**src/rtl/oq_pkg.sv**
```systemverilog
// Shared types and helpers for the output-queue packer: FSM states, credit
// need calculation and strobe popcount.
package oq_pkg;

  typedef enum logic [2:0] {IDLE, HDR, DATA, FLUSH, DROP} state_e;

  // Word size in bytes for the default 192-bit memory word.
  localparam int OB = 24;

  // One header word plus the data words a packet of len bytes occupies.
  function automatic logic [31:0] need(input logic [15:0] len, input int ob);
    return 32'd1 + (32'(len) + 32'(ob) - 32'd1) / 32'(ob);
  endfunction

  function automatic logic [7:0] popcount(input logic [63:0] v);
    logic [7:0] n;
    n = '0;
    for (int i = 0; i < 64; i++) n = n + {7'd0, v[i]};
    return n;
  endfunction

endpackage

```
**src/rtl/axis_oq_packer_gearbox.sv**
```systemverilog
// Byte gearbox: appends strobed input bytes at the fill point and pops
// OUT_W-bit words off the bottom. Bytes above the fill point are always zero.
module byte_gearbox
  import oq_pkg::*;
#(
  parameter int IN_W   = 256,
  parameter int OUT_W  = 192,
  parameter int FILL_W = 7
) (
  input  logic              clk_i,
  input  logic              reset_i,
  input  logic              push_i,
  input  logic [IN_W-1:0]   data_i,
  input  logic [IN_W/8-1:0] strb_i,
  input  logic              pop_i,
  output logic [FILL_W-1:0] fill_o,
  output logic [OUT_W-1:0]  word_o
);
  localparam int IB  = IN_W/8;
  localparam int OBB = OUT_W/8;
  localparam int BW  = IN_W + OUT_W;

  logic [BW-1:0]     res_q, res_d, shifted;
  logic [FILL_W-1:0] fill_q, fill_d, base;
  logic [IN_W-1:0]   masked;

  always_comb begin
    masked = '0;
    for (int b = 0; b < IB; b++) masked[b*8 +: 8] = strb_i[b] ? data_i[b*8 +: 8] : 8'h00;
    shifted = pop_i ? (res_q >> OUT_W) : res_q;
    // A pop of a short final word empties the buffer.
    if (pop_i) base = (fill_q > FILL_W'(OBB)) ? fill_q - FILL_W'(OBB) : '0;
    else       base = fill_q;
    res_d  = shifted;
    fill_d = base;
    if (push_i) begin
      res_d  = shifted | (BW'(masked) << {base, 3'b000});
      fill_d = base + FILL_W'(popcount(64'(strb_i)));
    end
  end

  always_ff @(posedge clk_i) begin
    if (reset_i) begin
      res_q  <= '0;
      fill_q <= '0;
    end else begin
      res_q  <= res_d;
      fill_q <= fill_d;
    end
  end

  assign fill_o = fill_q;
  assign word_o = res_q[OUT_W-1:0];

endmodule

```
**src/rtl/axis_oq_packer.sv**
```systemverilog
// Output-queue input stage: per-queue credit admission, header word, then
// densely packed data words through the byte gearbox; refused packets dropped.
module axis_oq_packer
  import oq_pkg::*;
#(
  parameter int TDATA_WIDTH = 256,
  parameter int TUSER_WIDTH = 128,
  parameter int OUT_WIDTH   = 192,
  parameter int NUM_QUEUES  = 5,
  parameter int QUEUE_WORDS = 104857,
  parameter int DST_POS     = 24,
  parameter int CNT_WIDTH   = 20
) (
  input  logic                             clk,
  input  logic                             reset,
  input  logic                             s_axis_tvalid,
  output logic                             s_axis_tready,
  input  logic [TDATA_WIDTH-1:0]           s_axis_tdata,
  input  logic [TDATA_WIDTH/8-1:0]         s_axis_tstrb,
  input  logic [TUSER_WIDTH-1:0]           s_axis_tuser,
  input  logic                             s_axis_tlast,
  output logic                             m_valid,
  input  logic                             m_ready,
  output logic [OUT_WIDTH-1:0]             m_data,
  output logic                             m_hdr,
  output logic                             m_last,
  output logic [$clog2(OUT_WIDTH/8):0]     m_bytes,
  output logic [NUM_QUEUES-1:0]            m_qmask,
  input  logic                             rel_valid,
  input  logic [$clog2(NUM_QUEUES)-1:0]    rel_queue,
  input  logic [CNT_WIDTH-1:0]             rel_words,
  output logic [NUM_QUEUES*CNT_WIDTH-1:0]  free_words,
  output logic [31:0]                      drop_count
);
  localparam int WB  = OUT_WIDTH/8;
  localparam int IB  = TDATA_WIDTH/8;
  localparam int FW  = $clog2(IB + 2*WB + 1);
  localparam int MBW = $clog2(WB) + 1;
  localparam logic [FW-1:0]      WB_F  = FW'(WB);
  localparam logic [FW-1:0]      WB2_F = FW'(2*WB);
  localparam logic [CNT_WIDTH:0] QMAX  = (CNT_WIDTH+1)'(QUEUE_WORDS);

  state_e                                  state_q, state_d;
  logic [TUSER_WIDTH-1:0]                  tuser_q;
  logic [NUM_QUEUES-1:0]                   mask_q, dmask;
  logic [NUM_QUEUES-1:0][CNT_WIDTH-1:0]    free_q, free_d;
  logic [NUM_QUEUES-1:0][CNT_WIDTH:0]      tsum;
  logic [31:0]                             drop_q, drop_d;
  logic [CNT_WIDTH-1:0]                    need_c;
  logic                                    admit, fits, gb_push, gb_pop;
  logic [FW-1:0]                           fill;
  logic [OUT_WIDTH-1:0]                    gb_word;

  byte_gearbox #(.IN_W(TDATA_WIDTH), .OUT_W(OUT_WIDTH), .FILL_W(FW)) u_gb (
    .clk_i(clk), .reset_i(reset), .push_i(gb_push), .data_i(s_axis_tdata),
    .strb_i(s_axis_tstrb), .pop_i(gb_pop), .fill_o(fill), .word_o(gb_word)
  );

  always_comb begin
    dmask  = s_axis_tuser[DST_POS +: NUM_QUEUES];
    need_c = CNT_WIDTH'(need(s_axis_tuser[15:0], WB));
    fits   = 1'b1;
    for (int q = 0; q < NUM_QUEUES; q++)
      if (dmask[q] && free_q[q] < need_c) fits = 1'b0;
    admit = (state_q == IDLE) && s_axis_tvalid && (dmask != '0) && fits;
  end

  always_comb begin
    state_d       = state_q;
    s_axis_tready = 1'b0;
    m_valid       = 1'b0;
    m_hdr         = 1'b0;
    m_last        = 1'b0;
    m_bytes       = '0;
    m_data        = gb_word;
    gb_push       = 1'b0;
    gb_pop        = 1'b0;
    drop_d        = drop_q;
    case (state_q)
      IDLE: if (s_axis_tvalid) state_d = admit ? HDR : DROP;
      HDR: begin
        m_valid = 1'b1;
        m_hdr   = 1'b1;
        m_data  = OUT_WIDTH'(tuser_q);
        m_bytes = MBW'(WB);
        if (m_ready) state_d = DATA;
      end
      DATA: begin
        m_valid       = (fill >= WB_F);
        m_bytes       = MBW'(WB);
        gb_pop        = m_valid && m_ready;
        // Accept while the residue can absorb a full beat after this cycle's pop.
        s_axis_tready = (fill < WB_F) || (gb_pop && fill < WB2_F);
        gb_push       = s_axis_tvalid && s_axis_tready;
        if (gb_push && s_axis_tlast) state_d = FLUSH;
      end
      FLUSH: begin
        m_valid = (fill != '0);
        m_last  = (fill <= WB_F);
        m_bytes = (fill >= WB_F) ? MBW'(WB) : MBW'(fill);
        gb_pop  = m_valid && m_ready;
        if (fill == '0 || (gb_pop && m_last)) state_d = IDLE;
      end
      DROP: begin
        s_axis_tready = 1'b1;
        if (s_axis_tvalid && s_axis_tlast) begin
          state_d = IDLE;
          drop_d  = (drop_q == '1) ? drop_q : drop_q + 32'd1;
        end
      end
      default: state_d = IDLE;
    endcase
  end

  // Admission debit and read-side release fold into a single update per queue.
  always_comb begin
    for (int q = 0; q < NUM_QUEUES; q++) begin
      tsum[q] = {1'b0, free_q[q]};
      if (admit && dmask[q]) tsum[q] = tsum[q] - {1'b0, need_c};
      if (rel_valid && 32'(rel_queue) == q) tsum[q] = tsum[q] + {1'b0, rel_words};
      free_d[q] = (tsum[q] > QMAX) ? CNT_WIDTH'(QUEUE_WORDS) : tsum[q][CNT_WIDTH-1:0];
    end
  end

  always_ff @(posedge clk) begin
    if (reset) begin
      state_q <= IDLE;
      tuser_q <= '0;
      mask_q  <= '0;
      drop_q  <= '0;
      for (int q = 0; q < NUM_QUEUES; q++) free_q[q] <= CNT_WIDTH'(QUEUE_WORDS);
    end else begin
      state_q <= state_d;
      drop_q  <= drop_d;
      free_q  <= free_d;
      if (state_q == IDLE && s_axis_tvalid) begin
        tuser_q <= s_axis_tuser;
        mask_q  <= dmask;
      end
    end
  end

  assign m_qmask    = mask_q;
  assign free_words = free_q;
  assign drop_count = drop_q;

endmodule
```
**config.mk**
```make
export PLATFORM = sky130hd
export DESIGN_NAME = axis_oq_packer
export DESIGN_NICKNAME = d
export VERILOG_FILES = /design/src/rtl/oq_pkg.sv /design/src/rtl/axis_oq_packer_gearbox.sv /design/src/rtl/axis_oq_packer.sv
export SDC_FILE = /design/constraint.sdc
export NUM_CORES = 2
export LEC_CHECK = 0
export ABC_CLOCK_PERIOD_IN_PS = 23600
export CAP_MARGIN = 20
export CORE_ASPECT_RATIO = 2
export CORE_MARGIN = 3
export CORE_UTILIZATION = 40
export DETAILED_ROUTE_END_ITERATION = 6
export GPL_TIMING_DRIVEN = 0
export HOLD_SLACK_MARGIN = 0.05
export PLACE_DENSITY = 0.7
export SLEW_MARGIN = 20
export SYNTH_ARGS = -nofsm -noshare
export SYNTH_HDL_FRONTEND = slang
export SYNTH_HIERARCHICAL = 1
export SYNTH_SLANG_ARGS = --single-unit
```
**constraint.sdc**
```tcl
create_clock -name clk -period 23.6 [get_ports clk]
set_clock_uncertainty 0.2 [all_clocks]
set_input_delay 4.72 -clock clk [delete_from_list [all_inputs] [get_ports clk]]
set_output_delay 4.72 -clock clk [all_outputs]
set_load 0.01 [all_outputs]
```
==> metrics.yaml, run 1 <==
outcome: "aborted with a tool error"
lastStage: "5_1_grt"
firstError: "[ERROR GRT-0116] Global routing finished with congestion. Check the congestion regions in the DRC Viewer."
gp_congestion: 1.585
grt_usage_pct: 96.94
yosys_warnings: 6
ios: 784
htree_levels: 3
cts_buffers: 71
synth-seq-cells: 718
synth_cell_type_count: 134
yosysMostFrequentCell: "nand2_1"
postCtsHoldBufs: 0
grt_pass1_vias: 114400
overflow: 17000
dieWidth_um: 293.6
cts_resized: 0
synth_area_mm2: 0.06616
grt_pass1_wl_um: 1208000
grt_max_degree: 17
die_height_um: 581.1
synth_commonest_cells: "nand2_1 (1287), a21oi_1 (978), dfxtp_1 (718), clkbuf_1 (535), o21ai_0 (530)"
synthArstFlopShare_pct: 0
yosysTopAreaCellShare_pct: 21.73
yosysTopAreaCell: "dfxtp_1"
numPortBuffers: 770
postCtsSetupRepairBufs: 0
clockBufferDepth: 3
start_util_pct: 40.35
postSynthAreaPerCell_um2: 7.259
dpl_cell_area_mm2: 0.07932
synth_flop_cell: "dfxtp_1"
place_hpwl_um: 576500
synth_area_leaders: "dfxtp_1 (22%), a21oi_1 (7.4%), nand2_1 (7.3%)"
cts.sinks: 718
synthCells: 9114
root_buffer: "clkbuf_16"
synth-seq-area-share_pct: 21.73
synth_edf_count: 0
rows: 210
-- stage by stage --
| step | hold WS, ps | instances | setup WS, ps |
|---|---|---|---|
| 2_1_floorplan | 225.4 | 9133 | 7061 |
| 3_3_place_gp | 237.6 | 12020 | 115.3 |
| 3_5_place_dp | 246.6 | 12140 | 1200 |
| 4_1_cts | 257.6 | 12260 | 1850 |
-- layer usage --
metal / GRT usage, % / overflow
met1: 86.11 / 192
met2: 133.2 / 13560
met3: 70.14 / 195
met4: 102.0 / 3038
met5: 40.52 / 15
-- cells by family after synthesis --
| family | synth area share [%] |
|---|---|
| fa+ha+maj | 4.565 |
| compound gates | 33.16 |
| other cells | 0.01135 |
| buf+inv | 8.032 |
| mux | 9.131 |
| flops | 21.73 |
| xor+xnor | 2.651 |
| simple gates | 20.72 |
==> run 2, diff against run 1 <==
--- a/config.mk
+++ b/config.mk
@@ -7,13 +7,11 @@
 export LEC_CHECK = 0
 export ABC_CLOCK_PERIOD_IN_PS = 23600
 export CAP_MARGIN = 20
-export CORE_ASPECT_RATIO = 2
 export CORE_MARGIN = 3
-export CORE_UTILIZATION = 40
+export CORE_UTILIZATION = 25
 export DETAILED_ROUTE_END_ITERATION = 6
 export GPL_TIMING_DRIVEN = 0
-export HOLD_SLACK_MARGIN = 0.05
-export PLACE_DENSITY = 0.7
+export PLACE_DENSITY_LB_ADDON = 0.15
 export SLEW_MARGIN = 20
 export SYNTH_ARGS = -nofsm -noshare
 export SYNTH_HDL_FRONTEND = slang
==> metrics.yaml, run 2 <==
p_per_area_mw_per_mm2: 75.33
postCtsSetupRepairBufs: 0  # unchanged
finalSetupTns_ps: 0
slew_headroom_pct: -13.47
layout.nets: 10870
dr.pass1.iters: 7
core_area_mm2: 0.2627
dr_total_vias: 97140
grt_usage_pct: 53.78
rows: 188  # -10%
cts_tree: "yes"
overflow: 0
crit_slowest_cell: "clkbuf_1"
cts_buffers: 92  # +30%
fin_crit_ps: 21340
drive_gt1_share_pct: 15.23
critPathCaptureType: "flip-flop"
worst_pin_slew_ps: 1684
start_util_pct: 25.18  # -15 points
top_register: "u_gb/res_q"
synth_cell_type_count: 134  # unchanged
cts_resized: 0  # unchanged
synth_flop_cell: "dfxtp_1"
clock_latency_ps: 830
ios: 784  # unchanged
required_ps: 24030
synth_area_mm2: 0.06616  # unchanged
cts.sinks: 718  # unchanged
ant_nets: 0
max_stage_delay_ps: 950
place_hpwl_um: 626400  # +8.7%
yosysMostFrequentCell: "nand2_1"
setup_viol: 0
leakage_nw: 31.84
post-route-drc-count: 95
rsz0062_at_grt: "false"
yosys_warnings: 6  # unchanged
outcome: "finished with violations"
grt_pass1_wl_um: 948900
crit_type: "input port to flip-flop"
multiInputGateArea_mm2: 0.04816
clockBufferDepth: 3  # unchanged
hp-class: "flip-flop to flip-flop"
regArea_mm2: 0.01437
dieWidth_um: 520.4  # +77%
final_cell_mix: "nand2_1 (1287), a21oi_1 (969), clkdlybuf4s50_1 (770)"
routed_wl_um: 768300
numPortBuffers: 770  # unchanged
cp_common_cell: "a21oi_1"
postCtsHoldBufs: 0  # unchanged
die_height_um: 520.4  # -10%
violations: "DRC, capacitance limit, slew limit"
yosysTopAreaCell: "dfxtp_1"
drt_iter0_drc: 17240
via_per_inst: 6.968
max_freq_mhz: 46.86
crit_arrival_ps: 21770
grt_pass1_vias: 85700
hold_viol: 0
synthCells: 9114  # unchanged
dieArea_mm2: 0.2708
wl_per_cell_um: 55.11
worst-path-max-fanout: 10
synth_edf_count: 0  # unchanged
synth-seq-cells: 718  # unchanged
synthArstFlopShare_pct: 0  # unchanged
grt_max_degree: 16
synthToLayoutAreaGrowth_pct: 31.66
antenna_found_initial: 155
htree_levels: 3  # unchanged
synth-seq-area-share_pct: 21.73  # unchanged
synth_area_leaders: "dfxtp_1 (22%), a21oi_1 (7.4%), nand2_1 (7.3%)"
cap_violations: 1
peakVddDrop_uv: 61.83
yosysTopAreaCellShare_pct: 21.73  # unchanged
worst_slack_ps: 2262
final_common_cell: "nand2_1"
largest_register_ffs: 448
preCtsSetupSlack_ps: 2070  # +870.0 ps
synth_commonest_cells: "nand2_1 (1287), a21oi_1 (978), dfxtp_1 (718), clkbuf_1 (535), o21ai_0 (530)"
fillers: 28260
finalCritPeriodShare_pct: 90.42
clk_pin_slew_ps: 60
gp_congestion: 1.226  # -23%
start_kind: "input port"
postSynthAreaPerCell_um2: 7.259  # unchanged
root_buffer: "clkbuf_16"
slew_viol_final: 3
-- run 2: cell counts after synthesis --
No cell type changed its count.
-- run 2: layout make-up --
type | count | share of cell area, %
clock buffer | 120 | 2.970
multi-input combinational | 7261 | 55.29
antenna | 144 | 0.4137
sequential | 718 | 16.50
timing repair buffer | 983 | 12.58
clock inverter | 47 | 0.7613
tap | 3515 | 5.049
inverter | 188 | 0.8101
buffer | 966 | 5.623
-- run 2: worst paths after layout --
check,startpoint,endpoint,slack (ps),cells past startpoint
worst max register to register,free_words[21],free_words[64],12640,39
worst max-delay path,s_axis_tuser[1],free_words[64],2260,59
worst min register to register,tuser_q[47],tuser_q[47],250,2
worst min-delay path,tuser_q[47],tuser_q[47],250,2
-- run 2: metrics by stage --
step | cells | area, um^2 | total power [mW] | hold WS [ps] | util, %
CTS | 13790 | 86570 | 6.242 | 252.2 | 32.95
detailed placement | 13620 | 83320 | 4.679 | 242.7 | 31.71
floorplan | 9133 | 66230 | 2.750 | 225.4 | -
global route | 13820 | 86810 | 6.527 | 264.9 | 33.04
global placement | 13420 | 78340 | 4.435 | 238.9 | 29.81
finish | 13940 | 87110 | 6.562 | 250.2 | 33.15
-- run 2: cells by family (layout without fill, tap and decap cells) --
family	after synthesis	in the layout	share of synthesized area, %
compound gates	3285	3285	33.16
simple gates	2966	2966	20.72
buf+inv	1154	2304	8.032
flops	718	718	21.73
mux	570	570	9.131
fa+ha+maj	222	222	4.565
xor+xnor	197	197	2.651
other cells	2	165	0.01135
-- run 2: layer usage --
metal,track usage (%),part of all wire [%]
met1,60.43,37
met2,68.05,36
met3,34.25,16
met4,47.75,11
met5,5.967,0.36
-- run 2: report_power, final --
| part | switching, mW | internal [mW] | total [mW] |
|---|---|---|---|
| clock network | 0.675 | 0.890 | 1.56 |
| logic | 2.70 | 0.996 | 3.70 |
| registers | 0.0417 | 1.26 | 1.30 |
| total | 3.42 | 3.15 | 6.56 |
-- run 2: critical path, delay by kind of cell --
family / cells / cell delay (ps)
xor+xnor: 2 / 370
mux: 1 / 90
compound gates: 32 / 8530
buf+inv: 7 / 3500
fa+ha+maj: 4 / 1700
simple gates: 13 / 2760
No activity file was read; power rests on OpenSTA's default activity.
